$ cat src/rtl/ps2_rx_decoder.sv
// PS/2 keyboard receiver: deglitched clock, framed byte checks, in-frame timeout,
// E0/F0 prefix decoding into key events and held-state tracking for selected keys.
module ps2_rx_decoder #(
    parameter int unsigned FILTER_LEN  = 4,
    parameter int unsigned TIMEOUT_CYC = 100000,
    parameter int unsigned NUM_TRACK   = 4,
    parameter logic [9*NUM_TRACK-1:0] TRACK_CODES = {9'h172, 9'h175, 9'h01B, 9'h01D}
) (
    input  logic                 clk,
    input  logic                 rst_n,
    input  logic                 ps2k_clk,
    input  logic                 ps2k_data,
    output logic                 ev_valid,
    output logic [7:0]           ev_code,
    output logic                 ev_ext,
    output logic                 ev_break,
    output logic [NUM_TRACK-1:0] key_held,
    output logic                 err_valid,
    output logic [1:0]           err_type
);

    localparam int unsigned TO_W = $clog2(TIMEOUT_CYC + 1);

    typedef enum logic [1:0] {
        ST_IDLE,
        ST_DATA,
        ST_PARITY,
        ST_STOP
    } state_t;

    state_t          r_state, w_state_nx;
    logic            r_clk_s1, r_clk_s2, r_dat_s1, r_dat_s2;
    logic            r_filt;
    logic [3:0]      r_fcnt;
    logic [2:0]      r_bitcnt, w_bitcnt_nx;
    logic [7:0]      r_shift, w_shift_nx;
    logic            r_par, w_par_nx;
    logic [TO_W-1:0] r_tocnt;
    logic            r_ext, r_brk;
    logic            r_pv, w_pv;
    logic            r_pe, w_pe;
    logic [1:0]      r_petype, w_petype;
    logic [7:0]      r_pbyte;
    logic            w_differ, w_flip, w_fall;

    assign w_differ = (r_clk_s2 != r_filt);
    assign w_flip   = w_differ && (r_fcnt == 4'(FILTER_LEN - 1));
    assign w_fall   = w_flip && !r_clk_s2;

    always_ff @(posedge clk or negedge rst_n) begin
        if (!rst_n) begin
            r_clk_s1 <= 1'b1;
            r_clk_s2 <= 1'b1;
            r_dat_s1 <= 1'b1;
            r_dat_s2 <= 1'b1;
            r_filt   <= 1'b1;
            r_fcnt   <= '0;
        end else begin
            r_clk_s1 <= ps2k_clk;
            r_clk_s2 <= r_clk_s1;
            r_dat_s1 <= ps2k_data;
            r_dat_s2 <= r_dat_s1;
            if (w_flip) begin
                r_filt <= r_clk_s2;
                r_fcnt <= '0;
            end else if (w_differ) begin
                r_fcnt <= r_fcnt + 4'd1;
            end else begin
                r_fcnt <= '0;
            end
        end
    end

    // Frame FSM; the synced data bit is sampled in the cycle the filtered clock falls.
    always_comb begin
        w_state_nx  = r_state;
        w_bitcnt_nx = r_bitcnt;
        w_shift_nx  = r_shift;
        w_par_nx    = r_par;
        w_pv        = 1'b0;
        w_pe        = 1'b0;
        w_petype    = 2'b00;
        if (w_fall) begin
            case (r_state)
                ST_IDLE: begin
                    if (!r_dat_s2) begin
                        w_state_nx  = ST_DATA;
                        w_bitcnt_nx = '0;
                    end
                end
                ST_DATA: begin
                    w_shift_nx  = {r_dat_s2, r_shift[7:1]};
                    w_bitcnt_nx = r_bitcnt + 3'd1;
                    if (r_bitcnt == 3'd7) w_state_nx = ST_PARITY;
                end
                ST_PARITY: begin
                    w_par_nx   = r_dat_s2;
                    w_state_nx = ST_STOP;
                end
                default: begin
                    w_state_nx = ST_IDLE;
                    if (!r_dat_s2) begin
                        w_pe     = 1'b1;
                        w_petype = 2'b10;
                    end else if (!(^{r_shift, r_par})) begin
                        w_pe     = 1'b1;
                        w_petype = 2'b01;
                    end else begin
                        w_pv = 1'b1;
                    end
                end
            endcase
        end else if (r_state != ST_IDLE && r_tocnt == TO_W'(TIMEOUT_CYC - 1)) begin
            w_state_nx  = ST_IDLE;
            w_bitcnt_nx = '0;
            w_pe        = 1'b1;
            w_petype    = 2'b11;
        end
    end

    always_ff @(posedge clk or negedge rst_n) begin
        if (!rst_n) begin
            r_state  <= ST_IDLE;
            r_bitcnt <= '0;
            r_shift  <= '0;
            r_par    <= 1'b0;
            r_tocnt  <= '0;
            r_pv     <= 1'b0;
            r_pe     <= 1'b0;
            r_petype <= 2'b00;
            r_pbyte  <= '0;
        end else begin
            r_state  <= w_state_nx;
            r_bitcnt <= w_bitcnt_nx;
            r_shift  <= w_shift_nx;
            r_par    <= w_par_nx;
            r_tocnt  <= (w_fall || w_state_nx == ST_IDLE) ? '0 : r_tocnt + TO_W'(1);
            r_pv     <= w_pv;
            r_pe     <= w_pe;
            r_petype <= w_petype;
            r_pbyte  <= r_shift;
        end
    end

    // Byte/error stage: one cycle behind the stop edge (or timeout).
    always_ff @(posedge clk or negedge rst_n) begin
        if (!rst_n) begin
            ev_valid  <= 1'b0;
            ev_code   <= '0;
            ev_ext    <= 1'b0;
            ev_break  <= 1'b0;
            key_held  <= '0;
            err_valid <= 1'b0;
            err_type  <= 2'b00;
            r_ext     <= 1'b0;
            r_brk     <= 1'b0;
        end else begin
            ev_valid  <= 1'b0;
            err_valid <= 1'b0;
            if (r_pe) begin
                err_valid <= 1'b1;
                err_type  <= r_petype;
                r_ext     <= 1'b0;
                r_brk     <= 1'b0;
            end else if (r_pv) begin
                case (r_pbyte)
                    8'hE0: r_ext <= 1'b1;
                    8'hF0: r_brk <= 1'b1;
                    8'hE1: ;
                    default: begin
                        ev_valid <= 1'b1;
                        ev_code  <= r_pbyte;
                        ev_ext   <= r_ext;
                        ev_break <= r_brk;
                        r_ext    <= 1'b0;
                        r_brk    <= 1'b0;
                        for (int unsigned i = 0; i < NUM_TRACK; i++) begin
                            if ({r_ext, r_pbyte} == TRACK_CODES[9*i +: 9])
                                key_held[i] <= !r_brk;
                        end
                    end
                endcase
            end
        end
    end

endmodule

$ cat config.mk
export PLATFORM = sky130hd
export DESIGN_NAME = ps2_rx_decoder
export DESIGN_NICKNAME = d
export VERILOG_FILES = /design/src/rtl/ps2_rx_decoder.sv
export SDC_FILE = /design/constraint.sdc
export NUM_CORES = 1
export LEC_CHECK = 0
export CAP_MARGIN = 20
export CORE_MARGIN = 3
export CORE_UTILIZATION = 53
export CTS_CLUSTER_SIZE = 30
export DETAILED_ROUTE_END_ITERATION = 10
export GPL_TIMING_DRIVEN = 0
export HOLD_SLACK_MARGIN = 0.08
export PLACE_DENSITY = 0.8
export SLEW_MARGIN = 20
export SYNTH_ARGS = -nofsm -noshare
export SYNTH_HDL_FRONTEND = slang
export SYNTH_SLANG_ARGS = --single-unit
$ cat constraint.sdc
create_clock -name clk -period 2.2 [get_ports clk]
set_input_delay 0.44 -clock clk [delete_from_list [all_inputs] [get_ports clk]]
set_output_delay 0.44 -clock clk [all_outputs]
set_load 0.01 [all_outputs]
==> impl_results.md, run 1 <==
* Share of the synthesized area in the top cell type at 0.549
* Synth top area cells: dfrtp_1 (55%), mux2_2 (6.3%), dfstp_2 (4.3%)
* Post-route cell area at 3560 um^2
* Share of cells above drive strength 1 at 0.171
* Number of synthesized flops with an enable pin at 0
* Period minus WS final at 2000 ps
* Slowest CP cell: or3b_1
* Top FF cell, synth: dfrtp_1
* Port bufs at 21
* Detailed Place HPWL at around 3.6 mm
* Largest net degree at the start of global routing at 42
* Critical path data arrival time at 2220 ps
* Ant. Diodes at 0
* Root buffer cell: clkbuf_8
* Peak VDD IR at approximately 450 uV
* Initial core utilization at 0.551
* Worst hold-check path type: reg2reg
* GP Congestion at 0.780
* Total CTS buffers at 9
* CTS clk-pin slew, worst paths at 70 ps
* Critical path required time at 2420 ps
* Die width at 81.9 um
* CP cell instances: ha_1 -> or3b_1 -> nor3b_2 -> a21oi_1 -> o21ai_2 -> buf_4 -> nor2_1
* R2r setup slk at between 150 and 200 ps
* Startpoint Class: flop
* Clk Latency, worst-skew pair at ~340 ps
* Initial antenna violation count at 0
* # rows at 27
* Max-slew violations at 0
* Iteration-0 DRC Markers at 68
* Status: finished, final reports clean
* Synth unique cells at 42
* Max Clk Rate at 500 MHz
* Routed wire per std cell at 14.1 um
* CP max stage delay at between 400 and 500 ps
* Vias per cell at 5.41
* Final nets at 289
* Post-synth top area cell: dfrtp_1
* Overflow after GRT at 0
* CTS tree: built
* Worst-Margin Slew at 548 ps
* Final setup fails at 0
* Die Ht at 81.9 um
* Avg Cell Area, Syn at 12.4 um^2
* Syn Inst Count at between 200 and 250
* Total Power at 2.64 mW
* Remaining antenna violation count at 0
* Syn nets at between 200 and 300
* Synthesized cell area at 3050 um^2
* Via count at ~1.9k
* Clock sink total at 72
* # fillers at 447
* Warnings from Yosys at 0
* Die area at ~6700 um^2
* Post-route DRC at 0
* Register area share after synthesis at 0.592
* Flops & latches, synth at 72
* Ys async rst share at 1.00
* First-pass GRT wire length at 9.00 mm
* Setup CP Type: reg2reg
* Delay-heaviest family, CP: simple AND/OR/NAND/NOR gates
* CP endpoint kind: flop
* RSZ-0062 raised after global routing: no
* Leak at 1.65 nW
* Hold Fails Final Rpt at 0
* Final WL at 5.05 mm
* Max_slew headroom at 0.633
* Post-CTS setup buffer count at 0
* Crit path max fanout at 10
* P per Cell Area at 740 nW/um^2
* Final setup skew at 12.8 ps
* CTS HTree Levels at 3
* Vias in the first global route at 2024
* Fin crit share at 0.909
* Worst path bufs/invs at 1
* Max-cap violations at 0
* IO Pins at 22
* Core area at 5540 um^2
* All-Layer GR Usage at 0.179
* Growth of design area from synthesis to finish at 16.8%
* DRT Pass-1 Iters at 4
* CTS max path bufs at 2
* Area post-placement at 3370 um^2
-- metrics by stage --
step / instances / setup TNS (ps) / hold WS, ps / setup slack, ps / utilization
after detailed placement: 341 / 0 / 351 / 219 / 0.608
after global placement: 340 / -114340 / 345 / -1650 / 0.605
after CTS: 358 / 0 / 361 / 201 / 0.643
final: 358 / 0 / 360 / 200 / 0.643
after floorplan: 247 / 0 / 144 / 441 / -
after global routing: 358 / 0 / 365 / 65.0 / 0.643
-- report_power, final --
group	internal (mW)	total [mW]	leakage (nW)	switching, mW
logic	0.0769	0.203	0.579	0.127
registers	1.38	1.44	0.986	0.0589
clock network	0.526	0.991	0.0839	0.465
-- what timing repair did --
| item | CTS | global route |
|---|---|---|
| hold buffers | 1 | 0 |
| resized for setup | 0 | 0 |
| endpoints found under the hold margin | 26 | 0 |
-- per-layer routing --
| layer | part of all wire | vias to the layer above | wire [um] | track usage |
|---|---|---|---|---|
| li1 | - | 920 | - | - |
| met3 | 0.033 | 9 | 168 | 0.0362 |
| met4 | 0.018 | 0 | 93 | 0.0797 |
| met1 | 0.44 | 974 | 2200 | 0.206 |
| met2 | 0.51 | 33 | 2590 | 0.319 |
| met5 | 0 | - | 0 | 0 |
-- path summary, 6_finish.rpt --
path | start | end | cells after the start
max in group asynchronous | rst_n | r_tocnt[13]$_DFF_PN0_ | 3
worst min register to register | r_clk_s1$_DFF_PN1_ | r_clk_s2$_DFF_PN1_ | 0
worst min-delay path | r_clk_s1$_DFF_PN1_ | r_clk_s2$_DFF_PN1_ | 0
min in group asynchronous | rst_n | key_held[1]$_DFFE_PN0P_ | 2
worst max-delay path | r_fcnt[0]$_DFF_PN0_ | r_tocnt[13]$_DFF_PN0_ | 7
worst max register to register | r_fcnt[0]$_DFF_PN0_ | r_tocnt[13]$_DFF_PN0_ | 7
-- layout make-up --
class,count,area (um^2),share of cell area
repair buffers,23,238,0.0667
inverters,11,41.3,0.0116
well taps,72,90.1,0.0253
flip-flops and latches,72,1810,0.507
clock buffers,13,139,0.0390
multi-input cells,160,1180,0.331
clock inverters,3,45.0,0.0126
plain buffers,4,25.0,0.00702
-- sequential cells by signal, summed over array words and instances, names as in the netlist, 3 cells and up --
name and count:
r_tocnt 17, key_held 4, r_fcnt 4, r_bitcnt 3
r_shift 8, r_pbyte 8, ev_code 8
-- cells by family after synthesis --
family                     after synthesis  share of synthesized area
buffers and inverters                   15                     0.0217
DFF                                     72                      0.592
AOI/OAI and AO/OA                       23                     0.0492
xor gates and xnor gates                25                     0.0762
adders and majority gates                4                     0.0164
and+or+nand+nor                         84                      0.152
muxes                                   24                     0.0922
-- Yosys cell counts (2+ instances only) --
master and count:
xnor2_1 15, nand4_1 2, buf_4 2, and3_1 5, nor3b_2 2, nor4b_1 3, nand3_1 10, nor2_1 26
a21oi_1 5, and4_1 4, dfrtp_1 67, xor2_1 9, mux2_2 17, mux2i_1 3, nand2_1 13, nand2b_1 2
nor2b_1 3, dfstp_2 5, o31ai_1 2, nor3_1 5, inv_1 11, o21ai_0 8, a32o_1 2, buf_2 2
mux2_4 4, ha_1 4
-- cells in the final DEF (no fill, tap or decap), types with 2 or more instances in the layout --
cell / netlist / routed
o31ai_1: 2 / 2
and3_1: 5 / 5
o21ai_0: 8 / 8
buf_2: 2 / 2
ha_1: 4 / 4
nor3_1: 5 / 5
inv_1: 11 / 11
a21oi_1: 5 / 5
clkbuf_8: 0 / 9
nand2_1: 13 / 13
nor2b_1: 3 / 3
xnor2_1: 15 / 15
nor3b_2: 2 / 2
xor2_1: 9 / 9
mux2_4: 4 / 4
mux2i_1: 3 / 3
nand3_1: 10 / 10
nand2b_1: 2 / 2
buf_4: 2 / 3
dfstp_2: 5 / 5
clkinvlp_4: 0 / 2
nand4_1: 2 / 2
and4_1: 4 / 4
nor4b_1: 3 / 3
clkdlybuf4s50_1: 0 / 20
clkbuf_1: 0 / 4
a32o_1: 2 / 2
mux2_2: 17 / 17
dfrtp_1: 67 / 67
nor2_1: 26 / 26
Power figures use the tool's default switching activity.
==> run 2: changes to the inputs <==
CTS_BUF_LIST = sky130_fd_sc_hd__clkbuf_2 sky130_fd_sc_hd__clkbuf_4 sky130_fd_sc_hd__clkbuf_8   (was not set)
SETUP_SLACK_MARGIN = 0.4   (was not set)
SKIP_LAST_GASP = 1   (was not set)
==> run 2 against run 1 <==
Combinational power rose by 90%. Register-to-register slack improved by 180 ps. Hold slack barely moved. Routed wire length rose by 9.2%. Critical endpoint is now r_shift[5]$_DFFE_PN0P_. Setup slack improved by 180 ps. Global-route usage rose by 0.47 points. Clock power rose by 6%. Clock skew fell by 0.74 ps. Cell area rose by 8.6%. Total power rose by 9.5%. Critical path type unchanged. Sequential share of layout area fell by 4.0 points. Largest cell class unchanged. Via count rose by 4.6%.
==> impl_results.md, run 2 (synthesized netlist as in run 1, its figures left out) <==
* CTS tree: built
* Worst-Margin Slew at 409 ps (-139 ps)
* Die area at 6710 um^2 (unchanged)
* P_sw at 749 uW (+15%)
* Max-slew violations at 0 (unchanged)
* Max Clk Rate at 549 MHz (+9.8%)
* Growth of design area from synthesis to finish at 26.8%
* Area post-placement at 3370 um^2 (unchanged)
* First-pass GRT wire length at 9.25 mm (+2.8%)
* Initial antenna violation count at 0 (unchanged)
* Crit path max fanout at 6 (-4)
* Uppermost routed layer: met4
* Share of cells above drive strength 1 at 0.298 (+0.126)
* Commonest non-fill, non-tap cells in the layout: dfrtp_1 (67), clkdlybuf4s50_1 (20), mux2_2 (17), xnor2_1 (14)
* All-Layer GR Usage at 0.184 (+0.00470)
* Largest net degree at the start of global routing at 42 (unchanged)
* Max_slew headroom at 0.725 (+0.0929)
* Delay-heaviest family, CP: simple AND/OR/NAND/NOR gates
* DRT Pass-1 Iters at 4 (unchanged)
* Met3 Routed Length at 174 um (+3.6%)
* Port bufs at 21 (unchanged)
* Startpoint Class: flop
* Root buffer cell: clkbuf_8
* Sw Ratio at 0.259 (+0.0128)
* Seq pwr share at 0.503 (-0.044)
* Final worst slack at 378 ps (+178 ps)
* Met1 WL at 2.42 mm (+9.9%)
* Peak VDD IR at 470 uV (+3.5%)
* GP Congestion at 0.780 (unchanged)
* Setup CP Type: reg2reg
* # rows at 27 (unchanged)
* Overflow after GRT at 0 (unchanged)
* Initial core utilization at 0.551 (unchanged)
* Gate power share at 0.134 (+0.057)
* Max-cap violations at 0 (unchanged)
* Int Pwr at 2.14 mW (+7.6%)
* Routed wire per std cell at 14.9 um (+5.4%)
* CP endpoint kind: flop
* CTS max path bufs at 2 (unchanged)
* Slowest CP cell: dfrtp_1
* Final WL at 5.52 mm (+9.2%)
* Via count at 2025 (+4.6%)
* Die Ht at 81.9 um (unchanged)
* Vias per cell at 5.46 (+0.93%)
* Die width at 81.9 um (unchanged)
* Status: finished, final reports clean
* CP max stage delay at 360 ps (-70 ps)
* WL met2 at 2.81 mm (+8.5%)
* Worst hold-check path type: reg2reg
* CTS clk-pin slew, worst paths at 80 ps (about the same)
* Ant. Diodes at 0 (unchanged)
* RSZ-0062 raised after global routing: yes
* Fin crit share at 0.828 (-0.0810)
* Total CTS buffers at 9 (unchanged)
* Detailed Place HPWL at 3.60 mm (unchanged)
* Final setup skew at 12.1 ps (-0.744 ps)
* Post-route cell area at 3870 um^2 (+8.6%)
* Hold Fails Final Rpt at 0 (unchanged)
* Core area at 5540 um^2 (unchanged)
* Final nets at 302 (+4.5%)
* Final setup fails at 0 (unchanged)
* # fillers at 400 (-11%)
* Critical path data arrival time at 2040 ps (-180 ps)
* Pre-CTS setup slack at 219 ps (unchanged)
* Util after Layout at 0.699 (+0.0551)
* Total Power at 2.89 mW (+9.5%)
* Remaining antenna violation count at 0 (unchanged)
* Max FFs per register at 17 (unchanged)
* Vias in the first global route at 2100 (+3.8%)
* Worst path bufs/invs at 1 (unchanged)
* Iteration-0 DRC Markers at 80 (+18%)
* Clock share of power at 0.364 (-0.012)
* Post-route DRC at 0 (unchanged)
* CTS HTree Levels at 3 (unchanged)
* CP cell instances: ha_2 -> nor3b_4 -> nand3b_4 -> or3_4 -> buf_6 -> mux2_4
* Critical path required time at 2410 ps (about the same)
* Clock sink total at 72 (unchanged)
* IO Pins at 22 (unchanged)
* Period minus WS final at 1820 ps (-178 ps)
* P per Cell Area at 746 nW/um^2 (+0.84%)
* Clk Latency, worst-skew pair at 340 ps (about the same)
* Most common cell after layout, fill and taps aside: dfrtp_1
* Largest Register: r_tocnt
* Leak at 1.77 nW (+7.4%)
==> run 2: changes by cell type in the layout (fill, tap and decap cells not counted), sizes merged <==
cell	change
buf	+13
==> run 2: power by group through the flow <==
stage | combinational, mW | clock [mW] | sequential, mW
final | 0.386 | 1.05 | 1.45
after global routing | 0.427 | 1.14 | 1.46
after CTS | 0.271 | 1.07 | 1.45
after detailed placement | 0.204 | 0 | 1.47
after global placement | 0.189 | 0 | 1.46
after floorplan | 0.132 | 0 | 1.45
==> run 2: path summary, 6_finish.rpt <==
check	from	to	slack (ps)	depth (start not counted)
hold / removal	r_clk_s1$_DFF_PN1_	r_clk_s2$_DFF_PN1_	360	0
max in group asynchronous	rst_n	r_tocnt[13]$_DFF_PN0_	1080	3
setup reg to reg	r_fcnt[1]$_DFF_PN0_	r_shift[5]$_DFFE_PN0P_	380	6
min in group asynchronous	rst_n	key_held[1]$_DFFE_PN0P_	570	2
setup / recovery	r_fcnt[1]$_DFF_PN0_	r_shift[5]$_DFFE_PN0P_	380	6
hold reg to reg	r_clk_s1$_DFF_PN1_	r_clk_s2$_DFF_PN1_	360	0
==> run 2: per-layer routing <==
layer / global-route usage / vias up
met3: 0.0384 / 13
met4: 0.0897 / 0
met5: 0 / -
met1: 0.214 / 1022
li1: - / 953
met2: 0.320 / 37
==> run 2: per-stage QoR <==
stage / instances / hold WS, ps / setup TNS, ps
after floorplan: 247 / 144 / 0
after global placement: 340 / 345 / -114340
after detailed placement: 341 / 351 / 0
after CTS: 365 / 362 / 0
after global routing: 371 / 365 / 0
final: 371 / 360 / 0
==> run 2: repair_timing <==
action                                  in CTS  in global routing
endpoints found under the setup margin      28                 40
hold buffers                                 1                  0
pin swaps                                    3                 15
gates cloned                                 0                  1
endpoints found under the hold margin       26                  0
buffers inserted                             7                  5
resized for setup                            9                 39
==> run 2: layout make-up <==
type                            instances  area [um^2]  share of cell area
Sequential cell                        72         1810               0.467
Multi-Input combinational cell        160         1340               0.347
Timing Repair Buffer                   36          347              0.0896
Clock buffer                           13          154              0.0398
Tap cell                               72         90.1              0.0233
Clock inverter                          3         45.0              0.0116
Buffer                                  4         42.5              0.0110
Inverter                               11         41.3              0.0107
==> run 3: changes to the inputs <==
PLACE_DENSITY = 0.83   (was 0.8)
clock period = 1.6 ns   (was 2.2 ns; I/O delays follow)
==> run 3 against run 2 <==
The run now ends with setup timing left. Sequential share of layout area is 4.0 points lower. Sequential power rose by 38%. Cell area is 9.7% higher. Count of clock-buffer cells in the layout fell by 2. Combinational power grew 34%. Critical path depth increased by 1. Flip-flop and latch count is the same. Routed wire length increased by 23%. Non-clock buffer count up 36. Setup slack got worse by 590 ps. Critical endpoint is now r_tocnt[10]$_DFF_PN0_. Highest routed layer unchanged.
==> impl_results.md, run 3 (synthesized netlist as in run 1, its figures left out) <==
* Root buffer cell: clkbuf_8
* Remaining antenna violation count at 0 (unchanged)
* Crit path max fanout at 6 (unchanged)
* Util after Layout at 0.766 (+0.0675)
* GP Congestion at 0.811 (+4.0%)
* Max FFs per register at 17 (unchanged)
* DRT Pass-1 Iters at 4 (unchanged)
* Overflow after GRT at 0 (unchanged)
* Vias in the first global route at 2240 (+6.7%)
* Max-cap violations at 0 (unchanged)
* Final setup fails at 46 (+46)
* CTS HTree Levels at 3 (unchanged)
* Critical path data arrival time at 2050 ps (about the same)
* Max-slew violations at 0 (unchanged)
* Met3 Routed Length at 242 um (+39%)
* Max Clk Rate at 551 MHz (+0.44%)
* WL met2 at 3.63 mm (+29%)
* Most common cell after layout, fill and taps aside: dfrtp_1
* Die area at 6710 um^2 (unchanged)
* Met1 WL at 2.77 mm (+14%)
* Largest net degree at the start of global routing at 41 (-2.4%)
* Leak at 2.09 nW (+18%)
* Pre-CTS setup slack at -356 ps (-575 ps)
* Detailed Place HPWL at 3.64 mm (+1.2%)
* # rows at 27 (unchanged)
* CP endpoint kind: flop
* Share of cells above drive strength 1 at 0.481 (+0.183)
* Vias per cell at 5.42 (-0.70%)
* Hold Fails Final Rpt at 0 (unchanged)
* CTS tree: built
* Commonest non-fill, non-tap cells in the layout: dfrtp_1 (63), buf_4 (41), buf_2 (18), mux2_4 (17), nor2_1 (16)
* Final nets at 338 (+12%)
* Worst hold-check path type: reg2reg
* Final worst slack at -214 ps (-592 ps)
* Routed wire per std cell at 16.7 um (+12%)
* Initial core utilization at 0.551 (unchanged)
* Clock sink total at 72 (unchanged)
* Via count at 2206 (+8.9%)
* Peak VDD IR at 886 uV (+89%)
* Period minus WS final at 1810 ps (-7.94 ps)
* Initial antenna violation count at 0 (unchanged)
* Growth of design area from synthesis to finish at 39.0%
* Iteration-0 DRC Markers at 102 (+28%)
* Uppermost routed layer: met4
* Critical path required time at 1830 ps (-580 ps)
* Largest Register: r_tocnt
* Dpl cells at 341 (unchanged)
* Final WL at 6.80 mm (+23%)
* P per Cell Area at 1010 nW/um^2 (+35%)
* Final setup skew at 11.4 ps (-0.730 ps)
* Total Power at 4.29 mW (+48%)
* Fin crit share at 1.13 (+0.306)
* All-Layer GR Usage at 0.207 (+0.0238)
* First-pass GRT wire length at 10.4 mm (+12%)
* Max_slew headroom at 0.722 (-0.00306)
* Die width at 81.9 um (unchanged)
* Post-route insts no fill at 407 (+9.7%)
* Violated checks: setup timing
* IO Pins at 22 (unchanged)
* Post-route DRC at 0 (unchanged)
* Worst-Margin Slew at 416 ps (+7.73 ps)
* RSZ-0062 raised after global routing: yes
* CTS clk-pin slew, worst paths at 70 ps (about the same)
* Die Ht at 81.9 um (unchanged)
* CTS max path bufs at 2 (unchanged)
* Ant. Diodes at 0 (unchanged)
* Core area at 5540 um^2 (unchanged)
* Total CTS buffers at 9 (unchanged)
* Clk Latency, worst-skew pair at 350 ps (about the same)
* Startpoint Class: flop
* Status: finished with violations
* Setup CP Type: reg2reg
* Port bufs at 21 (unchanged)
## run 3: path summary, 6_finish.rpt
path	startpoint	end	slack [ps]	cells after the start
worst max-delay path	r_fcnt[1]$_DFF_PN0_	r_tocnt[10]$_DFF_PN0_	-210	7
worst min-delay path	r_clk_s1$_DFF_PN1_	r_clk_s2$_DFF_PN1_	360	0
worst max register to register	r_fcnt[1]$_DFF_PN0_	r_tocnt[10]$_DFF_PN0_	-210	7
worst min register to register	r_clk_s1$_DFF_PN1_	r_clk_s2$_DFF_PN1_	360	0
max in group asynchronous	rst_n	r_pbyte[7]$_DFF_PN0_	600	3
min in group asynchronous	rst_n	key_held[1]$_DFFE_PN0P_	440	2
## run 3: report_power, final
group	total (mW)	switching, mW	internal (mW)	leakage [nW]
combinational	0.517	0.257	0.261	0.987
clock	1.77	0.670	1.10	0.127
sequential	2.00	0.0984	1.90	0.979
## run 3: cell type report
cell class | instances | area (um^2)
inverters | 11 | 41.3
plain buffers | 4 | 38.8
well taps | 72 | 90.1
clock inverters | 5 | 104
clock buffers | 11 | 145
multi-input cells | 160 | 1460
fillers | 335 | 1300
flip-flops and latches | 72 | 1810
repair buffers | 72 | 556
## run 3: critical path, stage by stage, from the launching register on
cell	delay, ps
dfrtp_1	360
ha_2	200
or3b_4	400
nor3b_4	300
a21oi_4	80
o21ai_4	140
buf_6	170
nor2_1	40
## run 3: stage by stage
stage,hold WS [ps],cell area (um^2),TNS [ps]
after detailed placement,280,3470,-8390
after global routing,365,4240,-10010
final,362,4240,-6880
after global placement,345,3450,-152050
after CTS,363,3980,-5700
after floorplan,24.4,3150,-1740
## run 3: timing repair
action	in CTS	in global routing
buffers inserted	29	18
gates cloned	2	0
setup endpoints to repair	73	71
hold endpoints to repair	27	0
pin swaps	20	12
resized for setup	108	31
hold buffers	1	0
## run 3: layer usage
metal,up-vias,global-route usage
met1,1109,0.257
met2,49,0.346
met4,0,0.105
met3,15,0.0395
li1,1033,-
met5,-,0
